==> config.mk <==
export PLATFORM = sky130hd
export DESIGN_NAME = ip_msxbus_bridge
export DESIGN_NICKNAME = d
export VERILOG_FILES = /design/src/rtl/ip_msxbus_bridge.sv
export SDC_FILE = /design/constraint.sdc
export NUM_CORES = 1
export LEC_CHECK = 0
export CAP_MARGIN = 20
export CORE_UTILIZATION = 43
export CTS_BUF_LIST = sky130_fd_sc_hd__clkbuf_4 sky130_fd_sc_hd__clkbuf_8 sky130_fd_sc_hd__clkbuf_16
export CTS_CLUSTER_DIAMETER = 200
export DETAILED_ROUTE_END_ITERATION = 6
export PLACE_DENSITY = 0.75
export SLEW_MARGIN = 20
export SYNTH_ARGS = -nofsm -noshare
export SYNTH_HDL_FRONTEND = slang
export SYNTH_SLANG_ARGS = --single-unit
export TNS_END_PERCENT = 20
==> constraint.sdc <==
create_clock -name clk -period 2.1 [get_ports clk]
set_input_delay 0.63 -clock clk [delete_from_list [all_inputs] [get_ports clk]]
set_output_delay 0.63 -clock clk [all_outputs]
set_load 0.1 [all_outputs]
==> src/rtl/ip_msxbus_bridge.sv <==
// rtl/ip_msxbus_bridge.sv - MSX cartridge-slot to internal-bus bridge with target arbitration.
// Optional /WAIT stretching of the MSX cycle is enabled by defining MSXBUS_WAIT_EN.
module ip_msxbus_bridge #(
  parameter int SYNC_STAGES  = 2,
  parameter int FILTER_LEN   = 2,
  parameter int NUM_TARGETS  = 2,
  parameter int WAIT_TIMEOUT = 255
) (
  input  logic                       clk,
  input  logic                       reset,
  input  logic [15:0]                adr,
  input  logic [7:0]                 i_data,
  output logic [7:0]                 o_data,
  output logic                       is_output,
  input  logic                       n_sltsl,
  input  logic                       n_rd,
  input  logic                       n_wr,
  input  logic                       n_ioreq,
  input  logic                       n_mereq,
  output logic                       n_wait,
  output logic [15:0]                bus_address,
  output logic [7:0]                 bus_write_data,
  output logic                       bus_read,
  output logic                       bus_write,
  output logic                       bus_io,
  output logic                       bus_memory,
  input  logic [NUM_TARGETS-1:0]     bus_cs,
  input  logic [NUM_TARGETS-1:0]     bus_ready,
  input  logic [8*NUM_TARGETS-1:0]   bus_read_data,
  output logic                       bus_timeout
);

  localparam int SEL_W  = (NUM_TARGETS > 1) ? $clog2(NUM_TARGETS) : 1;
  localparam int FCNT_W = (FILTER_LEN > 1) ? $clog2(FILTER_LEN) : 1;
  localparam int CNT_W  = $clog2(WAIT_TIMEOUT + 1);
  localparam logic [FCNT_W-1:0] F_LAST  = FCNT_W'(FILTER_LEN - 1);
  localparam logic [CNT_W-1:0]  WT_MAX  = CNT_W'(WAIT_TIMEOUT);
  localparam logic [CNT_W-1:0]  WT_LAST = CNT_W'(WAIT_TIMEOUT - 1);

  typedef enum logic [1:0] {S_IDLE, S_SEL, S_WAIT, S_HOLD} state_t;

  state_t             state, state_next;
  logic [4:0]         raw;
  logic [4:0]         sync_q [SYNC_STAGES];
  logic [4:0]         filt;
  logic               f_sltsl, f_rd, f_wr, f_ioreq, f_mereq;
  logic               rd_d, wr_d, rd_fall, wr_fall, mem, io;
  logic               accept, hit, expire, ready_sel, rd_en, is_read;
  logic [SEL_W-1:0]   sel, sel_next;
  logic [7:0]         rdata_sel;
  logic [CNT_W-1:0]   wcnt;

  assign raw = {n_sltsl, n_rd, n_wr, n_ioreq, n_mereq};

  always_ff @(posedge clk) begin
    if (reset) begin
      for (int i = 0; i < SYNC_STAGES; i++) sync_q[i] <= '1;
    end else begin
      sync_q[0] <= raw;
      for (int i = 1; i < SYNC_STAGES; i++) sync_q[i] <= sync_q[i-1];
    end
  end

  // Each filtered strobe flips only after FILTER_LEN consecutive synced samples disagree with it.
  for (genvar g = 0; g < 5; g++) begin : g_filt
    logic              f;
    logic [FCNT_W-1:0] cnt;
    always_ff @(posedge clk) begin
      if (reset) begin
        f   <= 1'b1;
        cnt <= '0;
      end else if (sync_q[SYNC_STAGES-1][g] == f) begin
        cnt <= '0;
      end else if (cnt == F_LAST) begin
        f   <= sync_q[SYNC_STAGES-1][g];
        cnt <= '0;
      end else begin
        cnt <= cnt + 1'b1;
      end
    end
    assign filt[g] = f;
  end

  assign {f_sltsl, f_rd, f_wr, f_ioreq, f_mereq} = filt;
  assign mem     = ~f_sltsl & ~f_mereq;
  assign io      = ~f_ioreq;
  assign rd_fall = rd_d & ~f_rd;
  assign wr_fall = wr_d & ~f_wr;

  always_comb begin
    sel_next = '0;
    for (int i = NUM_TARGETS - 1; i >= 0; i--) begin
      if (bus_cs[i]) sel_next = SEL_W'(i);
    end
  end

  always_comb begin
    ready_sel = 1'b0;
    rdata_sel = 8'h00;
    for (int i = 0; i < NUM_TARGETS; i++) begin
      if (sel == SEL_W'(i)) begin
        ready_sel = bus_ready[i];
        rdata_sel = bus_read_data[8*i +: 8];
      end
    end
  end

  always_comb begin
    state_next = state;
    accept     = 1'b0;
    hit        = 1'b0;
    expire     = 1'b0;
    case (state)
      S_IDLE: if ((rd_fall || wr_fall) && (mem || io)) begin
        accept     = 1'b1;
        state_next = S_SEL;
      end
      S_SEL:  state_next = (|bus_cs) ? S_WAIT : S_HOLD;
      S_WAIT: begin
        if (ready_sel) begin
          hit        = 1'b1;
          state_next = S_HOLD;
        end else if (wcnt == WT_LAST) begin
          expire     = 1'b1;
          state_next = S_HOLD;
        end
      end
      S_HOLD: if (f_rd && f_wr) state_next = S_IDLE;
      default: state_next = S_IDLE;
    endcase
  end

  always_ff @(posedge clk) begin
    if (reset) begin
      state          <= S_IDLE;
      rd_d           <= 1'b1;
      wr_d           <= 1'b1;
      o_data         <= 8'h00;
      bus_address    <= 16'h0000;
      bus_write_data <= 8'h00;
      bus_read       <= 1'b0;
      bus_write      <= 1'b0;
      bus_io         <= 1'b0;
      bus_memory     <= 1'b0;
      bus_timeout    <= 1'b0;
      rd_en          <= 1'b0;
      is_read        <= 1'b0;
      sel            <= '0;
      wcnt           <= '0;
    end else begin
      state       <= state_next;
      rd_d        <= f_rd;
      wr_d        <= f_wr;
      bus_read    <= 1'b0;
      bus_write   <= 1'b0;
      bus_timeout <= 1'b0;
      if (accept) begin
        bus_address <= adr;
        if (!rd_fall) bus_write_data <= i_data;
        bus_io      <= io & ~mem;
        bus_memory  <= mem;
        is_read     <= rd_fall;
        bus_read    <= rd_fall;
        bus_write   <= ~rd_fall;
      end
      if (state == S_SEL) begin
        sel  <= sel_next;
        wcnt <= '0;
      end
      if (state == S_WAIT) begin
        if (wcnt != WT_MAX) wcnt <= wcnt + 1'b1;
        if (hit && is_read) begin
          o_data <= rdata_sel;
          rd_en  <= 1'b1;
        end else if (expire) begin
          bus_timeout <= 1'b1;
          if (is_read) begin
            o_data <= 8'hFF;
            rd_en  <= 1'b1;
          end
        end
      end
      if (state == S_HOLD && state_next == S_IDLE) begin
        bus_io     <= 1'b0;
        bus_memory <= 1'b0;
        rd_en      <= 1'b0;
      end
    end
  end

  assign is_output = rd_en & ~n_rd;

`ifdef MSXBUS_WAIT_EN
  always_ff @(posedge clk) begin
    if (reset) n_wait <= 1'b1;
    else       n_wait <= (state_next != S_WAIT);
  end
`else
  assign n_wait = 1'b1;
`endif

endmodule
==> results of run 1 <==
[flip-flops by register name, summed over array words and instances, names as in the netlist, 2 cells and up]
register and cells:
o_data 8, bus_write_data 8, wcnt 8, state 2, bus_address 16, g_filt.cnt 5
sync_q 10
[kinds of logic after synthesis]
group | synth area share
muxes | 0.121
and+or+nand+nor | 0.180
buffers and inverters | 0.0408
adders and majority gates | 0.00886
AOI/OAI and AO/OA | 0.122
other | 0.00133
xor gates and xnor gates | 0.0155
DFF | 0.510
[layer usage]
layer | global-route usage | part of all wire | wire length (µm) | vias up
met2 | 0.296 | 0.49 | 2910 | 63
met3 | 0.0497 | 0.057 | 339 | 7
li1 | - | - | - | 1138
met5 | 0 | 0 | 0 | -
met4 | 0.0831 | 0.012 | 73 | 0
met1 | 0.226 | 0.44 | 2650 | 1032
[power breakdown]
part           internal [mW]  switching [mW]
registers               1.40          0.0262
logic                  0.151           0.124
clock network          0.852           0.496
total                   2.40           0.647
[critical path, cell delays in order]
cell and delay, ns:
clkdlybuf4s50_1 0.42, nor2_2 0.14, buf_12 0.19
[cells in the final DEF (no fill, tap or decap), types with 4 or more instances in the layout]
cell type	synthesis	final
nor3_1	10	10
mux2i_1	33	33
a21oi_1	7	7
nand2b_1	5	5
or2_2	12	12
a211o_1	5	5
nor2_1	32	31
buf_12	0	38
nand3_1	4	4
buf_4	2	5
inv_1	11	11
o21ai_0	4	4
nor2b_1	8	8
clkbuf_8	0	11
xnor2_1	5	5
dfxtp_1	72	72
a221oi_2	8	8
clkdlybuf4s50_1	0	49
[how the worst min path moves through the flow]
stage,to,depth (start not counted)
after floorplan,sync_q[0][5]$_SDFF_PP1_,1
after global placement,sync_q[0][6]$_SDFF_PP1_,1
after detailed placement,sync_q[0][7]$_SDFF_PP1_,1
after CTS,sync_q[0][7]$_SDFF_PP1_,1
after global routing,sync_q[0][9]$_SDFF_PP1_,1
final,sync_q[0][5]$_SDFF_PP1_,1
[cell type report]
class,instances,area (µm²)
clock buffer,11,151
timing repair buffer,93,1290
fill,464,1950
clock inverter,5,103
tap,77,96.3
multi-input combinational,175,1270
sequential,72,1440
inverter,11,41.3
[per-stage QoR]
step / cell area (µm²) / total power [mW] / hold slack (ns) / utilization
global placement: 4140 / 1.72 / 0.391 / 0.652
finish: 4400 / 3.05 / 0.412 / 0.692
CTS: 4400 / 3.08 / 0.414 / 0.692
global route: 4400 / 3.15 / 0.429 / 0.692
detailed placement: 4140 / 1.73 / 0.396 / 0.652
floorplan: 2830 / 1.59 / 0.389 / -
==> results_tabular.tex, run 1 <==
\begin{tabular}{lr}
\hline
Metric & Value \\
\hline
\multicolumn{2}{l}{\textbf{Place}} \\
\quad Cells after DPL & 428 \\
\quad Post-Place Setup Slack & 0.0891 ns \\
\quad Placer congestion estimate & 0.804 \\
\quad Sum of net half-perimeters after detailed placement & about 4.4 mm \\
\quad Port Buffer Count & 88 \\
\multicolumn{2}{l}{\textbf{Synth}} \\
\quad Predominant post-synthesis flop cell & dfxtp\_1 \\
\quad Number of unique standard cell types used by synthesis & 47 \\
\quad Synthesized area per cell & roughly 10 µm² \\
\quad Largest area contributor in the synthesized netlist & dfxtp\_1 \\
\quad Number of flops mapped to enable cells by yosys & 0 \\
\quad Area fraction of the dominant cell type after synthesis & 0.510 \\
\quad Top area cells in the synthesized netlist & dfxtp\_1 51\%, mux2i\_1 12\%, a221oi\_2 4.3\%, nor2\_1 4.3\%, or2\_2 2.7\% \\
\quad Count of state elements after synthesis & between 70 and 80 \\
\quad Net count after synthesis & 327 \\
\quad Sequential cell area fraction in the yosys report & 0.510 \\
\quad Async set or reset register ratio after synthesis & 0 \\
\quad Post-Syn Area & 2820 µm² \\
\quad Most frequent cell after synthesis & dfxtp\_1 \\
\quad Gate count of the mapped netlist & about 270 \\
\quad Number of synthesis warnings & 0 \\
\quad Leading post-synthesis cells by instance count & 72 x dfxtp\_1, 33 x mux2i\_1, 32 x nor2\_1 \\
\multicolumn{2}{l}{\textbf{Critical path}} \\
\quad End point of the critical path & is\_output \\
\quad Worst R2R Start & state[1]\$\_SDFF\_PP0\_ \\
\quad Required time at the worst-slack endpoint & $\sim$1.5 ns \\
\quad Worst setup startpoint & n\_rd \\
\quad Kind of critical path & primary input to output port \\
\quad Crit path max fanout & 2 \\
\quad Arrival time at the worst endpoint & 1.38 ns \\
\quad CP startpoint kind & primary input \\
\quad Endpoint type of the worst setup path & output port \\
\quad Terminus of the critical flop-to-flop path & wcnt[5]\$\_SDFF\_PP0\_ \\
\quad Worst-case reg-to-reg path depth & 4 \\
\quad Slack of the worst reg-to-reg path & $\sim$0.37 ns \\
\multicolumn{2}{l}{\textbf{Final layout}} \\
\quad Fraction of layout instances using a drive strength above 1 & 0.240 \\
\quad Filler-free cell count of the finished design & between 400 and 500 \\
\quad Ant diodes & 0 \\
\quad Post-synthesis to final-layout area growth & 55.7\% \\
\quad Nets@finish & 415 \\
\multicolumn{2}{l}{\textbf{Floorplanning}} \\
\quad Full die area & 6900 µm² \\
\quad Starting Density & 0.445 \\
\quad Row cnt & 29 \\
\quad Number of ports placed on the die boundary & 90 \\
\quad Floorplan die height & $\sim$83 µm \\
\quad Area of the placeable core & $\sim$6300 µm² \\
\quad Die X-Extent & a little over 80 µm \\
\multicolumn{2}{l}{\textbf{CTS}} \\
\quad Max H-tree Level & 3 \\
\quad Max Root-Sink Buffers & 2 \\
\quad Setup Fix Bufs, Post-CTS & 0 \\
\quad Clock transition at path regs & 0.07 ns \\
\quad Insertion delay to the later sink of the worst-skew pair & roughly 0.34 ns \\
\quad Cells resized by post-CTS repair & 0 \\
\quad Hold buffers post-CTS & 0 \\
\quad CTS Buf Count & 9 \\
\quad Number of clock sinks & 72 \\
\quad Root Driver & clkbuf\_8 \\
\quad CTS tree & done \\
\multicolumn{2}{l}{\textbf{STA}} \\
\quad Final worst-path setup slack & between 0.08 and 0.09 ns \\
\quad Maximum frequency from static timing analysis & about 0.50 GHz \\
\quad Least-Margin Pin Slew & around 0.55 ns \\
\quad Setup repair after global routing missed its margin & false \\
\quad Shortest clock period the worst path allows after layout & around 2 ns \\
\quad Hold Violations, Final & 0 \\
\quad Final setup fails & 0 \\
\quad Count of final max-slew check failures & 0 \\
\quad Skew final & $\sim$0.0066 ns \\
\quad Post-route fraction of the period consumed by the critical path & 0.958 \\
\quad Setup Total Neg Slack & 0 ns \\
\quad Tightest slew margin relative to the limit & 0.628 \\
\multicolumn{2}{l}{\textbf{Drt}} \\
\quad Iteration-0 DRC Markers & 100 \\
\quad Via total after detailed routing & between 2000 and 2500 \\
\quad Routed Antenna Nets & 0 \\
\quad Final Routed Wirelength & between 5 and 6 mm \\
\quad Number of optimization iterations in the first detailed-route pass & 4 \\
\quad Wire length per cell after detailed routing & 13.5 µm \\
\quad DRC viols & 0 \\
\quad Mean number of vias per cell & slightly above 5 \\
\multicolumn{2}{l}{\textbf{Outcome}} \\
\quad Result of the run & finished, final reports clean \\
\multicolumn{2}{l}{\textbf{Pwr}} \\
\quad Power per unit of standard cell area & 693 nW/µm² \\
\quad LEAKAGE & approximately 1.8 nW \\
\quad Max IR drop VDD & 0.000377 V \\
\multicolumn{2}{l}{\textbf{GRT}} \\
\quad GRT overflow & 0 \\
\quad Antenna violations before repair & 0 \\
\quad Vias in the first global route & between 2000 and 2500 \\
\quad Overall Global Routing Usage & 0.182 \\
\quad Wire length of the first global-routing pass & around 10 mm \\
\quad Maximum number of pins on one net before global-route repair & 33 \\
\multicolumn{2}{l}{\textbf{Worst hold path}} \\
\quad Class of the worst hold path & flop to flop \\
\quad Min-delay src & sync\_q[0][0]\$\_SDFF\_PP1\_ \\
\multicolumn{2}{l}{\textbf{Flow run}} \\
\quad Number of maximum-capacitance violations & 0 \\
\hline
\end{tabular}
(Power assumes the default switching activity.)
==> run 2, diff against run 1 <==
Settings changed: CORE_MARGIN set to 5.
==> run 2 against run 1 <==
  * Clock power shrank 19%
  * Register-to-register slack gained 0.06 ns
  * Flip-flop and latch count is the same
  * Cell area shrank 1.4%
  * Wire length grew 4.7%
  * Maximum frequency shrank 0.21%
  * Via count shrank 0.27%
  * Combinational power shrank 1%
  * Largest power group unchanged
  * Worst hold slack lost 0.0023 ns
==> results_tabular.tex, run 2 (synthesis gave the netlist of run 1 again) <==
\begin{tabular}{lr}
\hline
Metric & Value \\
\hline
\multicolumn{2}{l}{\textbf{Final layout}} \\
\quad Number of flip-flops in the largest register & 16 (unchanged) \\
\quad Biggest register & bus\_address \\
\quad Most common cell after layout, fill and taps aside & dfxtp\_1 \\
\quad Registers with the most flip-flops & bus\_address (16), sync\_q (10) \\
\quad Filler cells & 484 (+4.3\%) \\
\quad Nets@finish & 414 (-0.24\%) \\
\quad Ant diodes & 0 (unchanged) \\
\quad Commonest non-fill, non-tap cells in the layout & 72 x dfxtp\_1, 49 x clkdlybuf4s50\_1, 38 x buf\_12 \\
\quad Fraction of layout instances using a drive strength above 1 & 0.238 (-0.00208) \\
\quad Combined area of the multi-input logic cells & 1270 µm² (unchanged) \\
\quad Final Util & 0.679 (-0.0133) \\
\quad Post-synthesis to final-layout area growth & 53.6\% \\
\quad Area of all sequential standard cells & 1440 µm² (unchanged) \\
\multicolumn{2}{l}{\textbf{STA}} \\
\quad Post-route fraction of the period consumed by the critical path & 0.960 (+0.00200) \\
\quad Hold Violations, Final & 0 (unchanged) \\
\quad Setup repair after global routing missed its margin & false \\
\quad Shortest clock period the worst path allows after layout & 2.01 ns (+0.00421 ns) \\
\quad Final worst-path setup slack & 0.0850 ns (-0.00421 ns) \\
\quad Maximum frequency from static timing analysis & 0.496 GHz (-0.21\%) \\
\quad Skew final & 0.00994 ns (+0.00332 ns) \\
\quad Setup Total Neg Slack & 0 ns (unchanged) \\
\quad Final setup fails & 0 (unchanged) \\
\quad Count of final max-slew check failures & 0 (unchanged) \\
\multicolumn{2}{l}{\textbf{CTS}} \\
\quad Max Root-Sink Buffers & 2 (unchanged) \\
\quad Hold buffers post-CTS & 0 (unchanged) \\
\quad Insertion delay to the later sink of the worst-skew pair & 0.34 ns (about the same) \\
\quad Setup Fix Bufs, Post-CTS & 0 (unchanged) \\
\quad CTS tree & done \\
\quad Root Driver & clkbuf\_8 \\
\quad Clock transition at path regs & 0.07 ns (about the same) \\
\quad Max H-tree Level & 3 (unchanged) \\
\quad Number of clock sinks & 72 (unchanged) \\
\quad Cells resized by post-CTS repair & 0 (unchanged) \\
\quad CTS Buf Count & 9 (unchanged) \\
\multicolumn{2}{l}{\textbf{Critical path}} \\
\quad Endpoint type of the worst setup path & output port \\
\quad Kind of critical path & primary input to output port \\
\quad Arrival time at the worst endpoint & 1.38 ns (about the same) \\
\quad CP startpoint kind & primary input \\
\quad Required time at the worst-slack endpoint & 1.47 ns (about the same) \\
\quad Crit path max fanout & 2 (unchanged) \\
\multicolumn{2}{l}{\textbf{GRT}} \\
\quad Antenna violations before repair & 0 (unchanged) \\
\quad Overall Global Routing Usage & 0.155 (-0.0278) \\
\quad Vias in the first global route & 2263 (+1.0\%) \\
\quad Wire length of the first global-routing pass & 10.6 mm (+4.3\%) \\
\quad Maximum number of pins on one net before global-route repair & 33 (unchanged) \\
\quad GRT overflow & 0 (unchanged) \\
\multicolumn{2}{l}{\textbf{Pwr}} \\
\quad Share of power burned in combinational logic & 0.097 (+0.007) \\
\quad Sequential cell fraction of total power & 0.511 (+0.044) \\
\quad Switching Fraction & 0.232 (+0.0200) \\
\quad Power per unit of standard cell area & 642 nW/µm² (-7.4\%) \\
\quad Clock share of power & 0.391 (-0.052) \\
\quad LEAKAGE & 1.76 nW (-1.7\%) \\
\quad Cell-internal power & 2.14 mW (-11\%) \\
\quad Switching power of the nets & 0.647 mW (about the same) \\
\quad Max IR drop VDD & 0.000530 V (+40\%) \\
\multicolumn{2}{l}{\textbf{Drt}} \\
\quad Mean number of vias per cell & 5.04 (about the same) \\
\quad Routed Antenna Nets & 0 (unchanged) \\
\quad Wire length per cell after detailed routing & 14.1 µm (+4.9\%) \\
\quad DRC viols & 0 (unchanged) \\
\quad Via total after detailed routing & 2234 (-0.27\%) \\
\quad Iteration-0 DRC Markers & 112 (+12\%) \\
\quad Final Routed Wirelength & 6.25 mm (+4.7\%) \\
\quad Number of optimization iterations in the first detailed-route pass & 4 (unchanged) \\
\multicolumn{2}{l}{\textbf{Place}} \\
\quad Port Buffer Count & 88 (unchanged) \\
\quad Sum of net half-perimeters after detailed placement & 4.64 mm (+5.8\%) \\
\quad Placer congestion estimate & 0.849 (+5.6\%) \\
\quad Post-Place Setup Slack & 0.0768 ns (-0.0123 ns) \\
\multicolumn{2}{l}{\textbf{Floorplanning}} \\
\quad Row cnt & 29 (unchanged) \\
\quad Starting Density & 0.442 (-0.00253) \\
\quad Number of ports placed on the die boundary & 90 (unchanged) \\
\quad Full die area & 8290 µm² (+20\%) \\
\quad Die X-Extent & 91.0 µm (+9.6\%) \\
\quad Floorplan die height & 91.0 µm (+9.6\%) \\
\quad Area of the placeable core & 6390 µm² (+0.57\%) \\
\multicolumn{2}{l}{\textbf{Flow run}} \\
\quad Number of maximum-capacitance violations & 0 (unchanged) \\
\multicolumn{2}{l}{\textbf{Worst hold path}} \\
\quad Class of the worst hold path & flop to flop \\
\multicolumn{2}{l}{\textbf{Outcome}} \\
\quad Result of the run & finished, final reports clean \\
\hline
\end{tabular}
run 2: changes by cell type in the layout (fill, tap and decap cells not counted):
| cell | delta |
|---|---|
| clkinv_2 | +1 |
| clkbuf_4 | +1 |
| clkinv_4 | +1 |
| bufinv_16 | -2 |
| buf_4 | -1 |
| clkbuf_8 | -1 |
run 2: power by group through the flow:
| stage | Combinational [mW] | Sequential [mW] | Clock, mW |
|---|---|---|---|
| detailed placement | 0.272 | 1.45 | 0 |
| global route | 0.290 | 1.43 | 1.19 |
| global placement | 0.267 | 1.45 | 0 |
| finish | 0.271 | 1.42 | 1.09 |
| CTS | 0.273 | 1.42 | 1.12 |
| floorplan | 0.103 | 1.48 | 0 |
run 2: layout make-up:
cell class,instances,area share
sequential,72,0.332
timing repair buffer,92,0.297
multi-input combinational,175,0.293
clock buffer,11,0.0335
tap,77,0.0222
clock inverter,5,0.0130
inverter,11,0.00952
run 2: path summary, 6_finish.rpt:
check,start,cells past startpoint,slack (ns),end
setup / recovery,n_rd,3,0.09,is_output
hold / removal,sync_q[0][1]$_SDFF_PP1_,1,0.41,sync_q[0][6]$_SDFF_PP1_
setup reg to reg,wcnt[4]$_SDFF_PP0_,4,0.43,o_data[1]$_SDFFE_PP0P_
hold reg to reg,sync_q[0][1]$_SDFF_PP1_,1,0.41,sync_q[0][6]$_SDFF_PP1_
run 2: metal layers:
layer	vias up	GRT usage	wire length, µm
li1	1137	-	-
met1	1026	0.180	2600
met2	64	0.248	3050
met3	7	0.0702	536
met4	0	0.0611	64
met5	-	0	0
run 2: worst max-delay path, cell delays in order:
cell,delay (ns)
clkdlybuf4s50_1,0.42
nor2_2,0.14
buf_12,0.19
run 2: metrics by stage:
stage | cell area, µm² | std cells | power (mW) | hold slack (ns)
2_1_floorplan | 2830 | 274 | 1.59 | 0.389
3_3_place_gp | 4140 | 427 | 1.72 | 0.392
3_5_place_dp | 4140 | 427 | 1.73 | 0.394
5_1_grt | 4340 | 443 | 2.90 | 0.423
6_report | 4340 | 443 | 2.78 | 0.410
4_1_cts | 4340 | 443 | 2.82 | 0.411
==> run 3, diff against run 2 <==
Settings changed: CORE_MARGIN 5 to not set, GPL_ROUTABILITY_DRIVEN set to 0.
==> results of run 3 <==
The final DEF is identical to that of run 1; final timing and power are the same.
